==> src/rtl/rv_alu_seq.sv <==
// rv_alu_seq: handshaked RV32I register-register ALU, WIDTH-generic.
// Shifts run serially, one bit position per clock; all other ops finish in
// one cycle.
//
// Ports
//   clk        clock, rising-edge
//   rst        synchronous active-high reset
//   in_valid   operand/op presented by source
//   in_ready   block can accept (IDLE only)
//   op         {funct7[5], funct3}
//   a, b       operands
//   out_valid  result/flags valid (DONE)
//   out_ready  sink accepts result
//   result     registered result
//   zero       result == 0
//   carry      ADD carry-out / SUB not-borrow, else 0
//   err        op code was illegal
//   busy       state != IDLE
module rv_alu_seq #(
  parameter int unsigned WIDTH = 8
) (
  input  logic             clk,
  input  logic             rst,
  input  logic             in_valid,
  output logic             in_ready,
  input  logic [3:0]       op,
  input  logic [WIDTH-1:0] a,
  input  logic [WIDTH-1:0] b,
  output logic             out_valid,
  input  logic             out_ready,
  output logic [WIDTH-1:0] result,
  output logic             zero,
  output logic             carry,
  output logic             err,
  output logic             busy
);
  localparam int unsigned SHW = $clog2(WIDTH);

  typedef enum logic [1:0] {S_IDLE, S_SHIFT, S_DONE} state_t;

  state_t           r_state;
  state_t           w_next;
  logic [3:0]       r_op;
  logic [WIDTH-1:0] r_sh;
  logic [SHW-1:0]   r_cnt;
  logic [WIDTH-1:0] r_result;
  logic             r_zero;
  logic             r_carry;
  logic             r_err;

  logic             w_accept;
  logic             w_legal;
  logic             w_is_shift;
  logic             w_shamt_zero;
  logic             w_last;
  logic [WIDTH:0]   w_sum;
  logic [WIDTH-1:0] w_alu;
  logic             w_alu_carry;
  logic [WIDTH-1:0] w_sh_next;

  assign w_accept     = in_valid && (r_state == S_IDLE);
  assign w_shamt_zero = (b[SHW-1:0] == '0);
  assign w_last       = (r_cnt == SHW'(1));

  // Op decode
  always_comb begin
    w_legal    = 1'b1;
    w_is_shift = 1'b0;
    case (op)
      4'b0001, 4'b0101, 4'b1101:                   w_is_shift = 1'b1;
      4'b0000, 4'b1000, 4'b0010, 4'b0011,
      4'b0100, 4'b0110, 4'b0111:                   w_is_shift = 1'b0;
      default:                                     w_legal    = 1'b0;
    endcase
  end

  // Single-cycle ops; SUB is a + ~b + 1 so carry is NOT borrow
  always_comb begin
    w_sum       = '0;
    w_alu       = '0;
    w_alu_carry = 1'b0;
    case (op)
      4'b0000: begin
        w_sum       = {1'b0, a} + {1'b0, b};
        w_alu       = w_sum[WIDTH-1:0];
        w_alu_carry = w_sum[WIDTH];
      end
      4'b1000: begin
        w_sum       = {1'b0, a} + {1'b0, ~b} + (WIDTH+1)'(1);
        w_alu       = w_sum[WIDTH-1:0];
        w_alu_carry = w_sum[WIDTH];
      end
      4'b0010: w_alu[0] = ($signed(a) < $signed(b));
      4'b0011: w_alu[0] = (a < b);
      4'b0100: w_alu    = a ^ b;
      4'b0110: w_alu    = a | b;
      4'b0111: w_alu    = a & b;
      default: w_alu    = '0;
    endcase
  end

  // One-position serial shift step
  always_comb begin
    case (r_op)
      4'b0001: w_sh_next = {r_sh[WIDTH-2:0], 1'b0};
      4'b0101: w_sh_next = {1'b0, r_sh[WIDTH-1:1]};
      default: w_sh_next = {r_sh[WIDTH-1], r_sh[WIDTH-1:1]};
    endcase
  end

  // State register
  always_ff @(posedge clk) begin
    if (rst) r_state <= S_IDLE;
    else     r_state <= w_next;
  end

  // Next-state logic
  always_comb begin
    w_next = r_state;
    case (r_state)
      S_IDLE:  if (w_accept) begin
                 if (w_legal && w_is_shift && !w_shamt_zero) w_next = S_SHIFT;
                 else                                        w_next = S_DONE;
               end
      S_SHIFT: if (w_last) w_next = S_DONE;
      S_DONE:  if (out_ready) w_next = S_IDLE;
      default: w_next = S_IDLE;
    endcase
  end

  // Outputs
  always_comb begin
    in_ready  = (r_state == S_IDLE);
    busy      = (r_state != S_IDLE);
    out_valid = (r_state == S_DONE);
    result    = r_result;
    zero      = r_zero;
    carry     = r_carry;
    err       = r_err;
  end

  // Datapath registers
  always_ff @(posedge clk) begin
    if (rst) begin
      r_op     <= '0;
      r_sh     <= '0;
      r_cnt    <= '0;
      r_result <= '0;
      r_zero   <= 1'b0;
      r_carry  <= 1'b0;
      r_err    <= 1'b0;
    end else begin
      case (r_state)
        S_IDLE: if (w_accept) begin
          r_op  <= op;
          r_sh  <= a;
          r_cnt <= b[SHW-1:0];
          if (!w_legal) begin
            r_result <= '0;
            r_zero   <= 1'b1;
            r_carry  <= 1'b0;
            r_err    <= 1'b1;
          end else if (w_is_shift) begin
            r_carry <= 1'b0;
            r_err   <= 1'b0;
            if (w_shamt_zero) begin
              r_result <= a;
              r_zero   <= (a == '0);
            end
          end else begin
            r_result <= w_alu;
            r_zero   <= (w_alu == '0);
            r_carry  <= w_alu_carry;
            r_err    <= 1'b0;
          end
        end
        S_SHIFT: begin
          r_sh  <= w_sh_next;
          r_cnt <= r_cnt - SHW'(1);
          if (w_last) begin
            r_result <= w_sh_next;
            r_zero   <= (w_sh_next == '0);
          end
        end
        default: ;
      endcase
    end
  end
endmodule

==> config.mk <==
export PLATFORM = sky130hd
export DESIGN_NAME = rv_alu_seq
export DESIGN_NICKNAME = d
export VERILOG_FILES = /design/src/rtl/rv_alu_seq.sv
export SDC_FILE = /design/constraint.sdc
export NUM_CORES = 1
export LEC_CHECK = 0
export ABC_AREA = 1
export CAP_MARGIN = 10
export CORE_ASPECT_RATIO = 0.9
export CORE_MARGIN = 2
export CORE_UTILIZATION = 45
export CTS_BUF_LIST = sky130_fd_sc_hd__clkbuf_4
export DETAILED_ROUTE_END_ITERATION = 16
export HOLD_SLACK_MARGIN = 0.15
export PLACE_DENSITY_LB_ADDON = 0.12
export REMOVE_ABC_BUFFERS = 1
export SYNTH_ARGS = -nofsm -noshare
export SYNTH_HDL_FRONTEND = slang
export SYNTH_SLANG_ARGS = --single-unit
==> constraint.sdc <==
create_clock -name clk -period 2.85 [get_ports clk]
set_clock_uncertainty 0.15 [all_clocks]
set_input_delay 0.4275 -clock clk [delete_from_list [all_inputs] [get_ports clk]]
set_output_delay 0.4275 -clock clk [all_outputs]
set_load 0.01 [all_outputs]
# Word level (Yosys, flattened, before mapping)
# Cells that the tools add are included.
# W data, S select, Z words.
word_totals:
  regBits: 28
  in_bits: 24
  output_inout_bits: 14
  word_cells: 84
classes:
  addsub: 4
  order_cmp: 2
  eq_ne: 18
  mux: 30
  bitwise: 4
  n_reduce_logical: 18
op_table:
  columns: ["cell", "count"]
  rows:
  - ["$mux W8", 6]
  - ["$pmux W8 S2", 3]
  - ["$pmux W7 S5", 1]
  - ["$logic_not A8 Y1", 3]
  - ["$eq A4 B3 Y1 const B", 5]
  - ["$add A8 B8 Y9", 2]
  - ["$lt A8 B8 Y1", 2]
  - ["$mux W1", 10]
  - ["$reduce_or A10 Y1", 1]
  - ["$add A9 B1 Y9 const B", 1]
  - ["$and A8 B8 Y8", 1]
  - ["$eq A4 B1 Y1 const B", 2]
  - ["$eq A4 B2 Y1 const B", 2]
  - ["$eq A4 B4 Y1 const B", 2]
  - ["$mux W2", 4]
  - ["$not A8 Y8", 1]
  - ["$or A8 B8 Y8", 1]
  - ["$xor A8 B8 Y8", 1]
  - ["$pmux W1 S7", 1]
  - ["$pmux W2 S3", 1]
  - ["$pmux W3 S2", 1]
  - ["$logic_not A4 Y1", 1]
  - ["$ne A2 B1 Y1 const B", 2]
  - ["$ne A4 B3 Y1 const B", 1]
  - ["16 further kinds", 21]

# Longest topological paths before layout
depth:
  depth_word: 9
  mapped_depth: 18
  ltp_nobuf: 18

# Least setup slack after synthesis
# OpenSTA, ideal clock, no wires.
synth_path:
  kind: "input -> register"
  startpoint: "input port a[0]"
  endpoint: "register r_zero, in the netlist zero"
  setup_time_ns: 0.067
  t_arrival_ns: 1.946
  required_time_ns: 2.633
  path_slack_ns: 0.687
  cell_stages: 17
  path_buffers: 0
  path_cell_list: "inv_1 ha_1 inv_1 fa_1 nand2_1 nand2_2 nand2_1 nand2_1 nand3_1 nand2_1 nor2_1 nand3_1 nor2_1 nand3_1 nand2_1 nand2_1 a21oi_2"
synth_between:
  elab_chain_len: 8
  word_cells_on_any_way: 17
  cone_classes: "3 x add/sub; 2 x order compare; 7 x mux; 3 x bitwise; 2 x reduce/logical"
synth_lines:
  columns: ["element", "line_no", "rtl"]
  rows:
  - ["from (decl)", "27", "input logic [WIDTH-1:0] a,"]
  - ["$add A8 B8 Y9", "89", "w_sum = {1'b0, a} + {1'b0, ~b} + (WIDTH+1)'(1);"]
  - ["$add A9 B1 Y9", "89", null]
  - ["$pmux W1 S7 / $pmux W7 S5 (equally long branches)", "82", "case (op)"]
  - ["$logic_not A8 Y1", "172", "r_zero <= (w_alu == '0);"]
  - ["$mux W1 (*)", "163", "end else if (w_is_shift) begin"]
  - ["$mux W1 (*)", "158", "if (!w_legal) begin"]
  - ["$mux W1 (*)", "154", "S_IDLE: if (w_accept) begin"]
  - ["$pmux W1 S2 (*)", "153", "case (r_state)"]
  - ["to (signal assigned)", "168", "r_zero <= (a == '0);"]
  - ["to (signal assigned)", "172", null]
  - ["to (signal assigned)", "182", "r_zero <= (w_sh_next == '0);"]
  - ["to (decl)", "47", "logic r_zero;"]
# Every way passes the cells marked *; elsewhere a longest branch is shown, timed or not. The select of a mux whose other input is x is not followed.
# A chain may end at the register's enable or synchronous reset.

# Final worst setup path
layout_path:
  startpoint: "input port b[0]"
  endpoint: "register r_zero, in the netlist zero"
layout_between:
  elab_chain_len: 9
  word_cells_on_any_way: 19
  cone_classes: "3 x add/sub; 2 x order compare; 1 x eq/ne; 6 x mux; 4 x bitwise; 3 x reduce/logical"
layout_lines:
  columns: ["element", "line_no", "rtl"]
  rows:
  - ["from (decl)", "28", "input logic [WIDTH-1:0] b,"]
  - ["$not A8 Y8", "89", null]
  - ["$add A8 B8 Y9", "89", null]
  - ["$add A9 B1 Y9", "89", null]
  - ["$pmux W1 S7 / $pmux W7 S5 (equally long branches)", "82", null]
  - ["$logic_not A8 Y1", "172", null]
  - ["$mux W1", "163", null]
  - ["$mux W1", "158", null]
  - ["$mux W1", "154", null]
  - ["$pmux W1 S2", "153", null]
# Several ways; a longest one is shown, not always the timed one. The select of a mux whose other input is x is not followed.

==> reports/results.txt <==
CTS root buf - clkbuf_4
Hold-fix buffers at CTS - 0
Synth unique cells - 33
Async set-reset flop share out of synthesis - 0%
Starting Density - 47.1%
Period utilisation layout - 90.5%
Hold crit path type - register to register
Final setup viols - 0
I/O pins - 38
Final core occ - 57.1%
Vias/cell - 5.40
Top cell type's share of synthesized area - 20.7%
Ys flop type - dfxtp_1
Sink Count - 28
Top post-synthesis cells by area - dfxtp_1 (21%), nand2_1 (14%), ha_1 (12%)
Post-synth EDFFs - 0
Max VDD drop - 204 uV
Max Transition Viols Final - 0
Worst hold start - r_sh[0]$_SDFFE_PP0P_
Clock Latency Late Sink - 0.33 ns
Cts bufs inserted - 3
R2r setup slk - 0.88 ns
FILL cells - 594
Largest net degree at the start of global routing - 24
Std cell rows - 26
Most frequent cell after synthesis - nand2_1
Worst EP required - 2.98 ns
Post-synthesis compound-gate area fraction - 17.9%
Iteration-0 DRC Markers - 282
Area grow syn2layout - 21.2%
RSZ-0062 raised after global routing - false
Die H - 77.7 um
CTS tree - built
Critical path peak fanout - 4
Area share of and/or/nand/nor cells after synthesis - 34.6%
Failing checks - DRC
Die Area - 6670 sq um
Synth Area in XOR/XNOR - 0.323%
Synthesis Warnings - 0
TNS Setup - 0 ns
Mux share of post-synthesis cell area - 0%
Core ar. - 5760 sq um
Final ANT Viol Nets - 0
Outcome - finished, violations left
Worst Hold Depth - 2
Worst Tran Pin Value - 0.720 ns
FF+latch area - 561 sq um
Post-synthesis sequential area ratio - 20.7%
Cells along the critical path - clkdlybuf4s50_1 > ha_1 > inv_1 > fa_1 > nand2_1 > nand2_2 > nand2_1 > nand2_1 > nand3_1 > nand2_1 > nor2_1 > nand3_1 > nor2_1 > nand3_1 > nand2_1 > nand2_1 > a21oi_2
Initial antenna violation count - 0
Total Wirelength - 8.28 mm
Final hold viol count - 0
Worst reg-to-reg path cell count - 9
Synth Area per Inst - 6.11 sq um
Post-CTS setup buffers - 0
Post-Synthesis Cells - 444
Antenna Diode Count - 0
DR WL/cell - 14.7 um
Buffers and inverters on the worst path - 2
Crit path capture type - register
Largest family of logic cells by synthesized area - simple AND/OR/NAND/NOR gates
Tot GR Track Use - 25.0%
Crit path kind - primary input to register
Drt drc - 2
Routability cong. - 0.910
Nets - 549
Vias - 3044
Worst R2R Start - r_state[0]$_SDFFE_PP0P_
Critical R2R Capture - result[3]$_SDFFE_PP0P_
Hold Slack - 0.357 ns
Post-synth top cells - nand2_1 (103), inv_1 (63), nor2_1 (50), nand3_1 (39)
HPWL reported at the end of detailed placement - 6.55 mm
Vias in the first global route - 2777
Area taken by multi-input logic gates - 1810 sq um
Worst-path clk slew - 0.15 ns
Design Power - 0.00120 W
Share of layout cells above drive strength 1 - 10.3%
H-tree depth - 1
CP Launch Type - primary input
Max_slew headroom - 51.8%
Arrival time at the worst endpoint - 2.71 ns
Flops & latches, synth - 28
Global route total overflow - 0
Die width - 85.8 um
First-pass detailed-route iteration total - 13
Max frequency - 0.388 GHz
Port bufs - 37
Crit path time final - 2.58 ns
Syn Std Cell Area - 2710 sq um
Yosys top cell by area - dfxtp_1
PD cells - 364 nW/um^2
Critical-path top delay cell - clkdlybuf4s50_1
Clk buf depth - 2
Leak - 1.59 nW
Delay of the slowest critical-path stage - 0.54 ns
Most used cell along the critical path - nand2_1
Adder-cell area share of the yosys netlist - 13.9%
Worst Hold End - r_sh[0]$_SDFFE_PP0P_
Max Cap Violations - 0
First-pass GRT wire length - 13.4 mm
Post_cts resized - 0
Delay-heaviest family, CP - simple AND/OR/NAND/NOR gates
==> final cells by class <==
| type | count | area share (%) |
|---|---|---|
| clock buffer | 3 | 0.685 |
| inverter | 72 | 8.22 |
| multi-input combinational | 332 | 55.1 |
| sequential | 28 | 17.1 |
| tap | 70 | 2.66 |
| timing repair buffer | 59 | 16.3 |
==> metal layers <==
layer / GRT usage (%) / wire (um)
met2: 37.9 / 3500
met3: 4.57 / 607
met1: 37.7 / 4110
met4: 3.33 / 57
met5: 0 / 0
==> cell usage in the layout (no fill, tap or decap), types with 4 or more instances in the layout <==
cell             synthesis  routed
nand2_1                103     103
inv_1                   63      63
nor2_1                  50      50
nand3_1                 39      39
clkdlybuf4s50_1          0      37
o21ai_0                 28      28
dfxtp_1                 28      28
ha_1                    27      27
buf_4                    1      22
a21oi_1                 21      21
a31oi_1                 19      19
inv_2                    9       9
o21ai_1                  6       6
or2_2                    5       5
nand4_1                  4       4
o22ai_1                  4       4
==> kinds of logic (layout without fill, tap and decap cells) <==
| logic type | after synthesis | count (layout) |
|---|---|---|
| flops | 28 | 28 |
| fa+ha+maj | 29 | 29 |
| buf+inv | 84 | 134 |
| xor+xnor | 1 | 1 |
| simple gates | 216 | 216 |
| compound gates | 86 | 86 |
==> registers in the layout, indices dropped and copies added, names as in the netlist <==
signal and flops:
carry 1, err 1, r_cnt 3, r_op 4, r_sh 8, r_state 2, result 8, zero 1
==> worst max-delay path by stage <==
stage	startpoint	cells past startpoint	end
after floorplan	r_state[1]$_SDFFE_PP0P_	6	r_cnt[1]$_SDFFE_PP0P_
after global placement	a[2]	18	zero$_SDFFE_PP0P_
after detailed placement	b[0]	17	zero$_SDFFE_PP0P_
after CTS	b[0]	17	zero$_SDFFE_PP0P_
after global routing	b[0]	17	zero$_SDFFE_PP0P_
final	b[0]	17	zero$_SDFFE_PP0P_
==> power by group <==
part | switching, W | leakage [nW] | internal [W]
sequential | 0.0000319 | 0.231 | 0.000440
clock | 0.000115 | 0.0138 | 0.0000497
combinational | 0.000328 | 1.35 | 0.000232
==> through the flow <==
step	setup WS [ns]	instances	instance area, sq um
after detailed placement	-0.0304	561	3260
after global placement	0.0407	561	3260
final	0.272	564	3290
after floorplan	0.626	432	2640
after global routing	0.0709	564	3290
after CTS	0.300	564	3290
==> worst register-to-register path, delay by kind of cell (launching register included) <==
family | cells | cell delay (ns)
compound gates | 4 | 0.59
buf+inv | 3 | 0.57
flops | 1 | 0.40
simple gates | 2 | 0.22
Power figures use the tool's default switching activity.
